### config.mk
export PLATFORM = sky130hd
export DESIGN_NAME = match_alu_pipe
export DESIGN_NICKNAME = d
export VERILOG_FILES = /design/src/rtl/match_alu_pipe.sv
export SDC_FILE = /design/constraint.sdc
export NUM_CORES = 1
export LEC_CHECK = 0
export CAP_MARGIN = 20
export CORE_UTILIZATION = 40
export DETAILED_ROUTE_END_ITERATION = 7
export MAX_ROUTING_LAYER = met4
export PLACE_DENSITY = 0.69
export SYNTH_ARGS = -nofsm -noshare
export SYNTH_HDL_FRONTEND = slang
export SYNTH_SLANG_ARGS = --single-unit
### constraint.sdc
create_clock -name clk -period 3.3 [get_ports clk]
set_input_delay 0.33 -clock clk [delete_from_list [all_inputs] [get_ports clk]]
set_output_delay 0.33 -clock clk [all_outputs]
set_load 0.01 [all_outputs]
### src/rtl/match_alu_pipe.sv
// match_alu_pipe: two-stage pipelined opcode-dispatch ALU with a multiply-accumulate register.
//
// Commands (op, a, b) enter through a valid/ready handshake. Stage 1 registers the command
// and its product. Stage 2 selects the result, updates the accumulator and presents the
// result through a second valid/ready handshake.
//
// Ports:
//   clk        clock, rising edge
//   rst_n      asynchronous active-low reset
//   in_valid   command present
//   in_ready   command accepted when in_valid && in_ready at an edge (combinational)
//   op         opcode
//   a, b       unsigned operands
//   out_valid  result present (registered)
//   out_ready  sink takes the result when out_valid && out_ready at an edge
//   xout       result (registered)
module match_alu_pipe #(
  parameter int unsigned NBITS  = 8,
  parameter int unsigned OPBITS = 8,
  parameter logic [OPBITS-1:0] OP_INC   = OPBITS'(17),
  parameter logic [OPBITS-1:0] OP_ADD   = OPBITS'(21),
  parameter logic [OPBITS-1:0] OP_SUB   = OPBITS'(34),
  parameter logic [OPBITS-1:0] OP_MAC   = OPBITS'(51),
  parameter logic [OPBITS-1:0] OP_RDCLR = OPBITS'(68)
) (
  input  logic              clk,
  input  logic              rst_n,
  input  logic              in_valid,
  output logic              in_ready,
  input  logic [OPBITS-1:0] op,
  input  logic [NBITS-1:0]  a,
  input  logic [NBITS-1:0]  b,
  output logic              out_valid,
  input  logic              out_ready,
  output logic [NBITS-1:0]  xout
);

  // Whole pipeline advances together; it only holds while a result waits for the sink.
  logic en;

  // Stage 1 registers
  logic              v1_q;
  logic [OPBITS-1:0] op1_q;
  logic [NBITS-1:0]  a1_q;
  logic [NBITS-1:0]  b1_q;
  logic [NBITS-1:0]  p1_q;

  // Stage 2 / architectural state
  logic             out_valid_q;
  logic [NBITS-1:0] xout_q;
  logic [NBITS-1:0] acc_q;
  logic [NBITS-1:0] acc_d;
  logic [NBITS-1:0] res;
  logic [NBITS-1:0] prod_lo;

  assign en       = !out_valid_q || out_ready;
  assign in_ready = en;

  // Every consumer of the product uses it modulo 2^NBITS, so only the low half of the
  // full 2*NBITS product is formed and kept.
  assign prod_lo = a * b;

  always_ff @(posedge clk or negedge rst_n) begin
    if (!rst_n) begin
      v1_q  <= 1'b0;
      op1_q <= '0;
      a1_q  <= '0;
      b1_q  <= '0;
      p1_q  <= '0;
    end else if (en) begin
      v1_q  <= in_valid;
      op1_q <= op;
      a1_q  <= a;
      b1_q  <= b;
      p1_q  <= prod_lo;
    end
  end

  // Result select and accumulator update share this stage, so a MAC always sees the
  // accumulator left by the command directly ahead of it.
  always_comb begin
    res   = p1_q;
    acc_d = acc_q;
    case (op1_q)
      OP_INC:   res = a1_q + NBITS'(1);
      OP_ADD:   res = a1_q + b1_q;
      OP_SUB:   res = a1_q - b1_q;
      OP_MAC: begin
        res   = acc_q + p1_q;
        acc_d = acc_q + p1_q;
      end
      OP_RDCLR: begin
        res   = acc_q;
        acc_d = '0;
      end
      default:  res = p1_q;
    endcase
  end

  always_ff @(posedge clk or negedge rst_n) begin
    if (!rst_n) begin
      out_valid_q <= 1'b0;
      xout_q      <= '0;
      acc_q       <= '0;
    end else if (en) begin
      out_valid_q <= v1_q;
      if (v1_q) begin
        xout_q <= res;
        acc_q  <= acc_d;
      end
    end
  end

  assign out_valid = out_valid_q;
  assign xout      = xout_q;

endmodule

==> run metrics, run 1 <==
P_leak between 2 and 2.5 nW; P_int 1.41 mW; total vias in the final route 3034; WS Path Type in -> reg; Clk pin slew, worst setup/hold paths ~0.09 ns; max-slew violation count 0; die area between 9000 and 10000 µm²; worst-path maximum fanout 3; #FFs+latches synth 50; Post-synth ARST share 1.00; DRC 0; TritonCTS clock tree done; dpl hpwl 6730 µm; maximum vdd ir drop approximately 0.25 mV; status completed; Psw ~780 µW; f_max ~310 MHz; initial antenna violation count 0; Cell Area, Synth between 3000 and 4000 µm²; total grt overflow 0; grt met1 use 0.246; min cycle time layout around 3.2 ns; worst path arrival time about 3.4 ns; CORE AREA just under 9000 µm²; FP Rows 34; area grow syn2layout 21.6%; sum of negative setup slack 0 ns; Worst Hold Launch b[6]; CP Buf/Inv Count 4; Setup Viol. Count Final 0; Antenna Nets Post-Route 0; Setup Skew about 0.0032 ns; crit-path max cell delay 0.52 ns; final core occ 0.513; relative slew slack 0.499; clock power share 0.168; Post-DP Area ~4400 µm²; DRT iter0 DRCs 147; Gate Count Post-Synth roughly 390; global-route wire length before repair 15000 µm; Skew-Pair Late Insertion Delay between 0.2 and 0.3 ns; Detailed Route WL roughly 8600 µm; Die H around 100 µm; setup ws final between 0.08 and 0.09 ns; DRT Pass-1 Iters 4; final hold slack roughly 0.41 ns; syn_area_per_cell 9.54 µm²; synth warn 0; Slowest cell on crit path fa_1; Startpoint Class primary input; min-delay worst type in -> reg; CP delay by family, top adder cells; met3 global-route usage 0.0333; required time worst endpoint 3.47 ns; commonest cells after routing, fill and taps aside dfrtp_1 (50), nand2_1 (41), inv_1 (32), ha_1 (30), buf_4 (30); Logic pwr share 0.438; commonest non-fill, non-tap cell in the layout dfrtp_1; sw frac 0.357; maximum clock path buffer count 2; Mapped Nets between 400 and 500; number of global-route vias before repair about 3200; measured slew at the worst slew-check pin approximately 0.75 ns; htree depth 2; post-synthesis sequential area ratio 0.334; met2 GRT Util 0.338; pre-CTS setup slack -0.730 ns; synth unique cells 45; sequential share of power 0.394; pwr dens slightly below 500 nW/µm²; Vias/cell around 5.4; CP endpoint kind flip-flop; die width 98.8 µm; pin count of the biggest net entering global routing 33; PortBufs 37; Final #Nets between 500 and 600; fin area between 4000 and 5000 µm²; crit share post-route 0.975; ANT cells 0; Final Hold Vio Count 0; wire per inst between 15 and 20 µm; EDFF count, synth 0; CTS Buf Count 5; critical path cell sequence clkdlybuf4s15_1 -> nand2_2 -> fa_1 -> inv_1 -> fa_1 -> ha_1 -> inv_1 -> fa_1 -> inv_1 -> ha_1 -> a21o_1 -> a21oi_2 -> xnor2_1 -> xnor2_1 -> a21oi_1; Primary FF master, synth dfrtp_1; clk sinks 50; clock root cell clkbuf_8; CP Launch Point a[0]; FF-to-FF Start op1_q[2]; starting density of the core 0.422; share of layout cells above drive strength 1 0.190; # IOs 38; routability cong. roughly 0.94; max-cap viol count 0; GR peak layer met2; Overall Global Routing Usage 0.197
## per-layer routing
metal  wire (µm)  vias to the layer above
met2        4310                       65
met1        3840                     1481
li1            -                     1476
met3         286                       12
met4         128                        0
met5           0                        -
## power by group through the flow
stage	clock network, mW	registers, mW	logic (mW)
global route	0.415	0.888	1.08
CTS	0.385	0.870	0.952
detailed placement	0	0.883	0.941
floorplan	0	0.859	0.613
finish	0.369	0.866	0.961
global placement	0	0.876	0.909
## cell usage after synthesis (7+ instances only)
cell	n	area share
a21oi_1	20	0.027
and2_1	18	0.030
ha_1	32	0.11
nor2_1	23	0.023
dfrtp_1	50	0.33
nand2_1	44	0.044
inv_1	32	0.032
mux2_2	25	0.075
xor2_1	10	0.023
o21ai_0	28	0.037
clkbuf_1	9	0.0090
xnor2_1	18	0.042
nand2b_1	7	0.012
fa_1	14	0.075
## registers in the layout, indices dropped and copies added, names as in the netlist
signal and count:
a1_q 8, acc_q 8, b1_q 8, op1_q 8, out_valid 1, p1_q 8
v1_q 1, xout 8
## stage by stage
| stage | cells | power [mW] |
|---|---|---|
| detailed placement | 556 | 1.82 |
| CTS | 565 | 2.21 |
| floorplan | 393 | 1.47 |
| finish | 566 | 2.20 |
| global route | 566 | 2.38 |
| global placement | 556 | 1.79 |
## final timing paths
path	end	slack, ns	depth (start not counted)
max	p1_q[7]	0.08	15
min	b1_q[6]	0.41	3
max reg2reg	xout[7]	0.18	13
min reg2reg	xout[0]	0.48	2
max in group asynchronous	op1_q[2]	2.01	3
min in group asynchronous	p1_q[4]	0.52	2
## cell families (layout without fill, tap and decap cells)
kind of cell,Yosys count,count (layout),share of synthesized area
and+or+nand+nor,116,116,0.157
AOI/OAI and AO/OA,84,84,0.137
DFF,50,50,0.334
adders and majority gates,46,46,0.182
buffers and inverters,43,108,0.0430
xor gates and xnor gates,29,29,0.0717
muxes,25,25,0.0751
## worst reg2reg max path, delay by kind of cell (launching register included)
kind	cells	cell delay [ns]
xor gates and xnor gates	1	0.30
and+or+nand+nor	5	1.01
DFF	1	0.38
AOI/OAI and AO/OA	5	1.07
buffers and inverters	1	0.07
adders and majority gates	1	0.21
## layout make-up
cell class              count  area (µm²)
fillers                   837        4330
multi-input cells         300        2390
flip-flops and latches     50        1250
repair buffers             68         577
well taps                 108         135
inverters                  32         120
clock buffers               7        86.3
clock inverters             1        5.00
## timing repair
item | CTS | global route
pin swaps | 4 | 7
hold buffers | 1 | 0
buffers inserted | 0 | 0
setup endpoints to repair | 4 | 3
endpoints found under the hold margin | 14 | 0
cloned | 0 | 0
gates resized for setup | 25 | 16
(Power assumes the default switching activity.)
==> run 2, diff against run 1 <==
CORE_ASPECT_RATIO = 0.8   (was unset)
==> run 2 against run 1 <==
Effect of this change:
- the flow now finishes with violations (negative hold slack)
- combinational power is 1% higher
- wire length grew 0.36%
- via count shrank 1.5%
- clock power is 36% higher
- cell area grew 1.4%
- hold slack got worse by 0.42 ns
- sequential share of layout area is 0.39 points lower
- maximum frequency increased by 1.3%
- critical path type unchanged
- critical endpoint unchanged
- highest routed layer unchanged
==> run metrics, run 2 (synthesized netlist as in run 1, its figures left out) <==
Overall Global Routing Usage 0.207 (+0.00982); maximum vdd ir drop 0.247 mV (-2.1%); worst path arrival time 3.35 ns (-0.04 ns); RSZ-0062 raised after global routing no; CTS hold repair buffers 0 (-1); crit-path max cell delay 0.55 ns (+0.03 ns); ANT cells 0 (unchanged); die area 9770 µm² (about the same); die width 110 µm (+12%); critical path cell sequence buf_2 -> nand2_2 -> fa_2 -> inv_1 -> ha_1 -> ha_1 -> inv_1 -> fa_1 -> inv_1 -> ha_1 -> a21o_1 -> a21oi_4 -> xnor2_2 -> xnor2_1 -> a21oi_1; CORE AREA 9080 µm² (+2.1%); Setup Skew 0.00331 ns (+0.000102 ns); total vias in the final route 2990 (-1.5%); min cycle time layout 3.18 ns (-0.0402 ns); Setup Viol. Count Final 0 (unchanged); routability cong. 0.828 (-12%); number of global-route vias before repair 3056 (-3.0%); clk sinks 50 (unchanged); P_leak 2.13 nW (+1.7%); WS Path Type in -> reg; dpl hpwl 6810 µm (+1.2%); Vias/cell 5.23 (-2.5%); final core occ 0.510 (-0.00330); # IOs 38 (unchanged); min-delay worst type in -> async; Die H 88.6 µm (-10%); Slowest cell on crit path fa_2; measured slew at the worst slew-check pin 0.793 ns (+0.0424 ns); pre-CTS setup slack -0.672 ns (+0.0582 ns); Startpoint Class primary input; CTS Buf Count 5 (unchanged); commonest non-fill, non-tap cell in the layout dfrtp_1; pin count of the biggest net entering global routing 33 (unchanged); fillers 847 (+1.2%); max-cap viol count 0 (unchanged); final hold slack -0.0108 ns (-0.417 ns); pwr dens 506 nW/µm² (+5.0%); starting density of the core 0.413 (-0.00860); R2R setup slack 0.17 ns (about the same); Antenna Nets Post-Route 0 (unchanged); initial antenna violation count 0 (unchanged); area grow syn2layout 23.4%; maximum clock path buffer count 2 (unchanged); global-route wire length before repair 14800 µm (-0.79%); required time worst endpoint 3.47 ns (about the same); CP endpoint kind flip-flop; Final Hold Vio Count 20 (+20); Skew-Pair Late Insertion Delay 0.30 ns (about the same); DRT iter0 DRCs 129 (-12%); failing checks negative hold slack; max-slew violation count 0 (unchanged); Detailed Route WL 8600 µm (+0.36%); wire per inst 15.0 µm (-0.69%); status finished, violations left; crit share post-route 0.963 (-0.0122); FF-to-FF Start op1_q[7]; DRT Pass-1 Iters 4 (unchanged); f_max 315 MHz (+1.3%); htree depth 2 (unchanged); commonest cells after routing, fill and taps aside dfrtp_1 (50), nand2_1 (40), buf_4 (32), inv_1 (31), ha_1 (31); relative slew slack 0.471 (-0.0283); share of layout cells above drive strength 1 0.201 (+0.0114); DRC 0 (unchanged); worst-path maximum fanout 4 (+1); PnR Total Power 2.34 mW (+6.5%); FP Rows 31 (-8.8%); TritonCTS clock tree done; Clk pin slew, worst setup/hold paths 0.06 ns (-0.03 ns); R2R depth 13 (unchanged); setup ws final 0.122 ns (+0.0402 ns); PortBufs 37 (unchanged); Final #Nets 531 (unchanged); total grt overflow 0 (unchanged); clock root cell clkbuf_16; worst reg2reg path endpoint xout[7]
## run 2: cell count changes in the layout (fill, tap and decap cells not counted), sizes merged
cell / delta
clkinvlp: +1
clkbuf: +2
dlygate4sd2: +1
dlymetal6s2s: +1
clkdlybuf4s50: -1
dlygate4sd3: -1
clkdlybuf4s15: -3
clkinv: -1
## run 2: worst max path at each step
stage                     startpoint  depth (start not counted)  endpoint
final                           a[1]                         15   p1_q[7]
after global placement          b[4]                         12   p1_q[7]
after detailed placement        b[4]                         14   p1_q[7]
after global routing            b[2]                         15   p1_q[7]
after floorplan                 b[4]                         11   p1_q[7]
after CTS                       b[2]                         15   p1_q[7]
## run 2: timing repair
item / 4_1_cts / 5_1_grt
setup endpoints to repair: 4 / 4
gates resized for setup: 23 / 25
setup buffers: 0 / 0
pin swaps: 5 / 9
## run 2: where the power goes
group / switching [mW] / internal, mW / total [mW]
clock network: 0.223 / 0.277 / 0.500
logic: 0.464 / 0.507 / 0.971
registers: 0.124 / 0.745 / 0.869
## run 2: cell type report
cell class,instances,area (µm²),share of cell area
Timing Repair Buffer,68,567,0.123
Clock inverter,1,7.51,0.00162
Clock buffer,6,129,0.0279
Tap cell,115,144,0.0311
Multi-Input combinational cell,300,2410,0.520
Inverter,32,120,0.0260
Sequential cell,50,1250,0.270
## run 2: layer usage
layer  vias up  track usage  part of all wire
li1       1471            -                 -
met1      1450        0.281              0.49
met2        61        0.323              0.46
met3         8       0.0339             0.040
met4         0       0.0514            0.0095
met5         -            -                 0
## run 2: worst max-delay path, delay by kind of cell
family / cells / cell delay [ns]
AND/OR/NAND/NOR: 1 / 0.06
adder cells (fa/ha/maj): 5 / 1.95
buffers and inverters: 4 / 0.26
AO/OA/AOI/OAI: 3 / 0.47
XOR/XNOR: 2 / 0.27
## run 2: stage by stage
step | TNS, ns | instance area (µm²) | instances
finish | 0 | 4630 | 572
global route | 0 | 4630 | 572
CTS | -0.0203 | 4610 | 571
detailed placement | -1.85 | 4450 | 564
global placement | -1.52 | 4450 | 564
floorplan | 0 | 3760 | 393
